### src/rtl/fir_pkg.sv
// Shared constants and types for the time-multiplexed 63-tap FIR controller.
package fir_pkg;
  localparam int DATA_W  = 10;
  localparam int COEFF_W = 10;
  localparam int TAPS    = 63;
  localparam int OUT_W   = DATA_W + COEFF_W;
  localparam int ADDR_W  = $clog2(TAPS);
  localparam int ACC_W   = DATA_W + COEFF_W + $clog2(TAPS);

  typedef enum logic [1:0] {IDLE, MAC, DONE} fir_state_t;

  typedef logic signed [DATA_W-1:0]  sample_t;
  typedef logic signed [COEFF_W-1:0] coef_t;
  typedef logic signed [ACC_W-1:0]   acc_t;
  typedef logic signed [OUT_W-1:0]   out_t;
  typedef logic        [ADDR_W-1:0]  tap_idx_t;
endpackage

### src/rtl/fir_mac_unit.sv
// Registered signed multiply-accumulate; clr has priority over en.
module fir_mac_unit
  import fir_pkg::*;
(
  input  logic    clk,
  input  logic    rst,
  input  logic    clr,
  input  logic    en,
  input  sample_t a,
  input  coef_t   b,
  output acc_t    acc
);
  acc_t acc_d, acc_q;
  out_t prod;

  always_comb begin
    prod  = a * b;
    acc_d = acc_q;
    if (clr)     acc_d = '0;
    else if (en) acc_d = acc_q + {{(ACC_W-OUT_W){prod[OUT_W-1]}}, prod};
  end

  always_ff @(posedge clk or negedge rst) begin
    if (!rst) acc_q <= '0;
    else      acc_q <= acc_d;
  end

  assign acc = acc_q;
endmodule

### src/rtl/fir_mac_seq.sv
// FIR sequencer: sample ring, coefficient RAM, tap sweep through one MAC, result narrowing.
// Optional clamp of the result to OUT_W is enabled with `define FIR_SAT_EN.
module fir_mac_seq
  import fir_pkg::*;
(
  input  logic               clk,
  input  logic               rst,
  input  logic               in_valid,
  output logic               in_ready,
  input  logic [DATA_W-1:0]  in_data,
  input  logic               coef_we,
  input  logic [ADDR_W-1:0]  coef_addr,
  input  logic [COEFF_W-1:0] coef_wdata,
  output logic               out_valid,
  output logic [OUT_W-1:0]   out_data,
  output logic               busy
);
  fir_state_t state_q, state_d;
  tap_idx_t   wr_ptr_q, wr_ptr_d, rd_ptr_q, rd_ptr_d, k_q, k_d;
  sample_t    hist_q [TAPS];
  sample_t    hist_d [TAPS];
  coef_t      coef_q [TAPS];
  coef_t      coef_d [TAPS];
  logic       out_valid_q, out_valid_d;
  out_t       out_data_q, out_data_d, narrowed;
  logic       accept, last_tap;
  acc_t       acc;

  assign accept   = (state_q == IDLE) && in_valid;
  assign last_tap = (k_q == tap_idx_t'(TAPS-1));

  always_ff @(posedge clk or negedge rst) begin
    if (!rst) state_q <= IDLE;
    else      state_q <= state_d;
  end

  always_comb begin
    state_d = state_q;
    unique case (state_q)
      IDLE:    if (accept)   state_d = MAC;
      MAC:     if (last_tap) state_d = DONE;
      DONE:                  state_d = IDLE;
      default:               state_d = IDLE;
    endcase
  end

  always_comb begin
    in_ready    = (state_q == IDLE);
    busy        = (state_q != IDLE);
    out_valid_d = (state_q == DONE);
    out_data_d  = (state_q == DONE) ? narrowed : out_data_q;
  end

  // rd_ptr walks backwards from the newest sample so no modulo subtract is needed.
  always_comb begin
    wr_ptr_d = wr_ptr_q;
    rd_ptr_d = rd_ptr_q;
    k_d      = k_q;
    hist_d   = hist_q;
    coef_d   = coef_q;
    if (state_q == IDLE && coef_we && coef_addr < tap_idx_t'(TAPS))
      coef_d[coef_addr] = coef_t'(coef_wdata);
    if (accept) begin
      hist_d[wr_ptr_q] = sample_t'(in_data);
      rd_ptr_d         = wr_ptr_q;
      k_d              = '0;
    end else if (state_q == MAC) begin
      k_d      = k_q + tap_idx_t'(1);
      rd_ptr_d = (rd_ptr_q == '0) ? tap_idx_t'(TAPS-1) : rd_ptr_q - tap_idx_t'(1);
      if (last_tap)
        wr_ptr_d = (wr_ptr_q == tap_idx_t'(TAPS-1)) ? '0 : wr_ptr_q + tap_idx_t'(1);
    end
  end

  always_ff @(posedge clk or negedge rst) begin
    if (!rst) begin
      wr_ptr_q    <= '0;
      rd_ptr_q    <= '0;
      k_q         <= '0;
      out_valid_q <= 1'b0;
      out_data_q  <= '0;
      for (int i = 0; i < TAPS; i++) begin
        hist_q[i] <= '0;
        coef_q[i] <= '0;
      end
    end else begin
      wr_ptr_q    <= wr_ptr_d;
      rd_ptr_q    <= rd_ptr_d;
      k_q         <= k_d;
      out_valid_q <= out_valid_d;
      out_data_q  <= out_data_d;
      hist_q      <= hist_d;
      coef_q      <= coef_d;
    end
  end

  fir_mac_unit u_mac (
    .clk (clk),
    .rst (rst),
    .clr (accept),
    .en  (state_q == MAC),
    .a   (hist_q[rd_ptr_q]),
    .b   (coef_q[k_q]),
    .acc (acc)
  );

`ifdef FIR_SAT_EN
  // Overflow iff the bits above the result sign are not a pure sign extension.
  always_comb begin
    if (acc[ACC_W-1:OUT_W-1] == '0 || acc[ACC_W-1:OUT_W-1] == '1)
      narrowed = acc[OUT_W-1:0];
    else if (acc[ACC_W-1])
      narrowed = {1'b1, {(OUT_W-1){1'b0}}};
    else
      narrowed = {1'b0, {(OUT_W-1){1'b1}}};
  end
`else
  logic unused_acc_hi;
  assign unused_acc_hi = ^acc[ACC_W-1:OUT_W];
  assign narrowed      = acc[OUT_W-1:0];
`endif

  assign out_valid = out_valid_q;
  assign out_data  = out_data_q;
endmodule

### config.mk
export PLATFORM = sky130hd
export DESIGN_NAME = fir_mac_seq
export DESIGN_NICKNAME = d
export VERILOG_FILES = /design/src/rtl/fir_pkg.sv /design/src/rtl/fir_mac_unit.sv /design/src/rtl/fir_mac_seq.sv
export SDC_FILE = /design/constraint.sdc
export NUM_CORES = 2
export LEC_CHECK = 0
export ABC_AREA = 1
export ABC_CLOCK_PERIOD_IN_PS = 10600
export BUFFER_PORTS_ARGS = -buffer_cell sky130_fd_sc_hd__buf_4
export CORE_ASPECT_RATIO = 0.6
export CORE_MARGIN = 1.5
export CORE_UTILIZATION = 55
export DETAILED_ROUTE_END_ITERATION = 10
export PLACE_DENSITY = 0.81
export SYNTH_ARGS = -nofsm -noshare
export SYNTH_HDL_FRONTEND = slang
export SYNTH_HIERARCHICAL = 1
export SYNTH_SLANG_ARGS = --single-unit
### constraint.sdc
create_clock -name clk -period 10.6 [get_ports clk]
set_clock_uncertainty 0.2 [all_clocks]
set_input_delay 0.53 -clock clk [delete_from_list [all_inputs] [get_ports clk]]
set_output_delay 0.53 -clock clk [all_outputs]
set_load 0.02 [all_outputs]
# [Word-level counts from Yosys, hierarchy flattened]
# Cells that the tools add are included.
# W data, S select, Z words.
[classes] n_reduce_logical=11 mux=23 multipliers=1 n_shift=0 eq_ne=6 n_div=0 bitwise_logic=5 magnitude_cmp=7 addsub=4
[ops] cell="$bwmux W630" n=2
[ops] cell="$bmux W10 S6" n=2
[ops] cell="$demux W10 S6" n=2
[ops] cell="$mux W10" n=6
[ops] cell="$mux W26" n=2
[ops] cell="$mux W6" n=6
[ops] cell="$ge A7 B7 Y1 const B" n=4
[ops] cell="$not A6 Y7" n=4
[ops] cell="$add A26 B26 Y26" n=1
[ops] cell="$mul A10 B10 Y20" n=1
[ops] cell="$lt A7 B1 Y1 const B" n=2
[ops] cell="$add A6 B1 Y6 const B" n=2
[ops] cell="$eq A6 B6 Y1 const B" n=2
[ops] cell="$logic_not A6 Y1" n=1
[ops] cell="$lt A6 B6 Y1 const B" n=1
[ops] cell="$sub A6 B1 Y6 const B" n=1
[ops] cell="$logic_and A1 B1 Y1" n=5
[ops] cell="$mux W2" n=2
[ops] cell="$pmux W2 S2" n=1
[ops] cell="$reduce_bool A2 Y1" n=2
[ops] cell="$reduce_and A3 Y1" n=1
[ops] cell="$eq A2 B1 Y1 const B" n=1
[ops] cell="$eq A2 B2 Y1 const B" n=1
[ops] cell="$logic_not A2 Y1" n=1
[ops] cell="4 further kinds" n=4
[totals] latch_bits=0 romBits=0 out_inout_bits=23 n_memories=0 reg_bits=1327 ramBits=0

# [Logic depth before layout (Yosys ltp)]
[logic_depth] word_depth=8 depth_mapped=46 ltp_nobuf=42

# [Cells and area by module]
# Netlist, hierarchy kept.
[modules_own_cells] module="fir_mac_seq" instances=1 cells_each=8078 seq_area_each_um2=32556.2 area_per_inst_um2=61417.7
[modules_own_cells] module="fir_mac_unit" instances=1 cells_each=958 seq_area_each_um2=650.6 area_per_inst_um2=6723.9

# [Worst setup path before layout]
# Ideal clock, no wire load.
[synth_timing] kind="reg-to-reg" from="register k_q[1]" to="register u_mac.acc_q[25] (netlist: u_mac/acc[25])" setup_time_ns=0.117 path_stages_with_launch=39 required_ns=10.283 t_arrival_ns=7.069 synth_period_minus_slack_ns=7.386 setup_slack_ns=3.214 path_cell_list="dfrtp_1 buf_2 inv_4 buf_2 buf_1 nand2_1 nand4_1 nand3_1 nand2_1 nand3_1 nand2_1 clkbuf_1 nand2_1 fa_1 inv_1 fa_1 inv_1 fa_1 [... 3 more ...] fa_1 inv_1 ha_1 a21o_1 nor2_1 nand2_1 a21oi_1 nand3_1 nand2_1 ha_1 a21oi_1 o21ai_0 a21oi_1 nand2_1 nor2_1 nand3_1 nand3_1 nand2_1"
[synth_between] elab_chain_cells=8
[synth_lines] item="start: declaration" line="fir_mac_seq.sv:19" source="tap_idx_t wr_ptr_q, wr_ptr_d, rd_ptr_q, rd_ptr_d, k_q, k_d;"
[synth_lines] item="start signal: assignment" line="fir_mac_seq.sv:89" source="k_q <= k_d;"
[synth_lines] item="$not A6 Y7 (not written as such)" line="fir_mac_seq.sv:103" source=".b (coef_q[k_q]),"
[synth_lines] item="$bmux W10 S6" line="fir_mac_seq.sv:103"
[synth_lines] item="$mux W10 (not written as such) (2 in a row)" line="fir_mac_seq.sv:103"
[synth_lines] item="$mul A10 B10 Y20" line="fir_mac_unit.sv:17" source="prod = a * b;"
[synth_lines] item="$add A26 B26 Y26" line="fir_mac_unit.sv:20" source="else if (en) acc_d = acc_q + {{(ACC_W-OUT_W){prod[OUT_W-1]}}, prod};"
[synth_lines] item="$mux W26" line="fir_mac_unit.sv:20"
[synth_lines] item="$mux W26" line="fir_mac_unit.sv:19" source="if (clr) acc_d = '0;"
[synth_lines] item="end signal: assignment" line="fir_mac_unit.sv:24" source="if (!rst) acc_q <= '0;"
[synth_lines] item="end signal: assignment" line="fir_mac_unit.sv:25" source="else acc_q <= acc_d;"
[synth_lines] item="end: declaration" line="fir_mac_unit.sv:13" source="acc_t acc_d, acc_q;"
# Every way passes these cells. The select of a mux whose other input is x is not followed.
# A chain may end at the register's enable or synchronous reset.

# [Worst setup path in the final report]
[layout_timing] from="register rd_ptr_q[1]" to="register u_mac.acc_q[17] (netlist: u_mac/acc[17])"
[layout_between] elab_chain_cells=8
[layout_lines] item="start: declaration" line="fir_mac_seq.sv:19"
[layout_lines] item="start signal: assignment" line="fir_mac_seq.sv:88" source="rd_ptr_q <= rd_ptr_d;"
[layout_lines] item="$not A6 Y7 (not written as such)" line="fir_mac_seq.sv:102" source=".a (hist_q[rd_ptr_q]),"
[layout_lines] item="$bmux W10 S6" line="fir_mac_seq.sv:102"
[layout_lines] item="$mux W10 (not written as such) (2 in a row)" line="fir_mac_seq.sv:102"
[layout_lines] item="$mul A10 B10 Y20" line="fir_mac_unit.sv:17"
[layout_lines] item="$add A26 B26 Y26" line="fir_mac_unit.sv:20"
[layout_lines] item="$mux W26" line="fir_mac_unit.sv:20"
[layout_lines] item="$mux W26" line="fir_mac_unit.sv:19"
# Every way passes these cells. The select of a mux whose other input is x is not followed.

==> metrics.cfg <==
[global_routing]
grt_max_degree=171
gr-total-overflow=0
grt_pass1_vias=55300
grt_pass1_wl_um=313000
antenna_found_initial=2
track_usage=0.317

[sta]
period_share=0.873
finalSetupViolCount=0
slew_headroom=0.131
slew_viol_final=0
max_freq_mhz=108
rsz0062_at_grt=no
finalCriticalPeriod_ns=9.25
hold_violations=0
worst_pin_slew_ns=1.30
tns_ns=0
setup_ws_ns=1.35

[placement]
io_buffers=52
gp_routability_congestion=0.975
post-dp-hpwl_um=124000
dp_worst_setup_slack_ns=1.67

[outcome]
status=finished clean

[hold_path]
hold_class=primary input to async pin

[worst_setup_path]
required_ns=11.03
critPathMaxStageDelay_ns=0.84
end_kind=flip-flop
slowest_stage=inv_4
r2r_setup_slack_ns=1.35
arrival_ns=9.68
crit_family=adder cells
critPathLaunchType=flip-flop
critPathBufInv=7
worstSetupPathType=flip-flop to flip-flop
crit_fanout=76
crit_start=rd_ptr_q[1]
reg2reg_from=rd_ptr_q[1]
cp_common_cell=nand2_1

[die]
initial_core_util=0.555
io_pins=53
die_x_um=455
fp-row-count=99
fp.coreArea_um2=122000
die_area_um2=125000
die_y_um=274

[yosys]
avgSynthCellArea_um2=7.55
syn-cell-area_um2=67500
synth_nets=9136
synthCells=8939
ys_warn_count=6

[detailed_routing]
first_iter_violations=7851
wl_um=197000
drtPass1Iterations=6
remaining_drc_errors=0
routedWlPerCell_um=19.2
vias_per_cell=5.76
routed-via-count=59100
ant_nets=0

[clock_network]
clk_pin_slew_ns=0.07
insertion_delay_ns=0.77
h-tree-depth=3
cts_root_buf=clkbuf_16
ctsResizeCount=0
clock-sinks=1321
cts_buffers=118
clockBufferDepth=3
tritoncts=done

[cells_and_area]
multiInputGateArea_um2=28800
synthToLayoutAreaGrowth_pct=7.06
fill_cells=10500
layout-drive-gt1-share=0.0543
layout_common_cells=3303 x nand2_1, 1317 x dfrtp_1, 1213 x o21ai_0
final_common_cell=nand2_1
layout.nets=8737
register_area_um2=33100

[job]
max_cap_violations=0

## final timing paths
| kind | end | cells past startpoint |
|---|---|---|
| worst max register to register | u_mac/acc[17] | 37 |
| max in group asynchronous | u_mac/acc[15] | 4 |
| worst min register to register | hist_q[119] | 2 |
| worst max-delay path | u_mac/acc[17] | 37 |
| min in group clk | state_q[0] | 3 |
| worst min-delay path | coef_q[531] | 2 |
## worst register-to-register path, delay by kind of cell (launching register included)
kind	cells	cell delay [ns]
AOI/OAI and AO/OA	7	0.90
xor gates and xnor gates	1	0.17
adders and majority gates	7	3.13
buffers and inverters	7	1.51
DFF	1	0.65
and+or+nand+nor	15	2.59
## registers in the layout, indices dropped and copies added, names as in the netlist
| register | flops |
|---|---|
| wr_ptr_q | 6 |
| out_valid | 1 |
| k_q | 6 |
| rd_ptr_q | 6 |
| out_data | 20 |
| state_q | 2 |
| u_mac/acc | 20 |
| coef_q | 630 |
| hist_q | 630 |
## stage by stage
stage	instances	hold WS, ns	area [um^2]	utilization
floorplan	8939	0.0344	67500	-
detailed placement	10000	0.266	68000	0.559
global placement	10000	0.258	68000	0.559
finish	10300	0.229	72300	0.594
CTS	10300	0.188	72300	0.594
global route	10300	0.233	72300	0.594
## area by class of cell
type | count | share of cell area
repair buffers | 130 | 0.0162
flip-flops and latches | 1321 | 0.457
clock inverters | 54 | 0.0117
inverters | 775 | 0.0405
diodes | 2 | 0.0000692
multi-input cells | 6194 | 0.398
clock buffers | 168 | 0.0480
well taps | 1616 | 0.0280
## per-layer routing
metal | wire (um) | vias to the layer above | global-route usage
li1 | - | 27200 | -
met1 | 85400 | 28300 | 0.476
met2 | 79700 | 3212 | 0.433
met3 | 27400 | 390 | 0.110
met4 | 4610 | 2 | 0.0811
met5 | 13 | - | 0
## timing repair
action	4_1_cts	5_1_grt
hold buffers	1	0
hold endpoints to repair	155	0
setup buffers	0	0
Power is left out: the tool's default activity adds up to more than one toggle a clock period on the data nets, which glitch-free logic cannot reach.
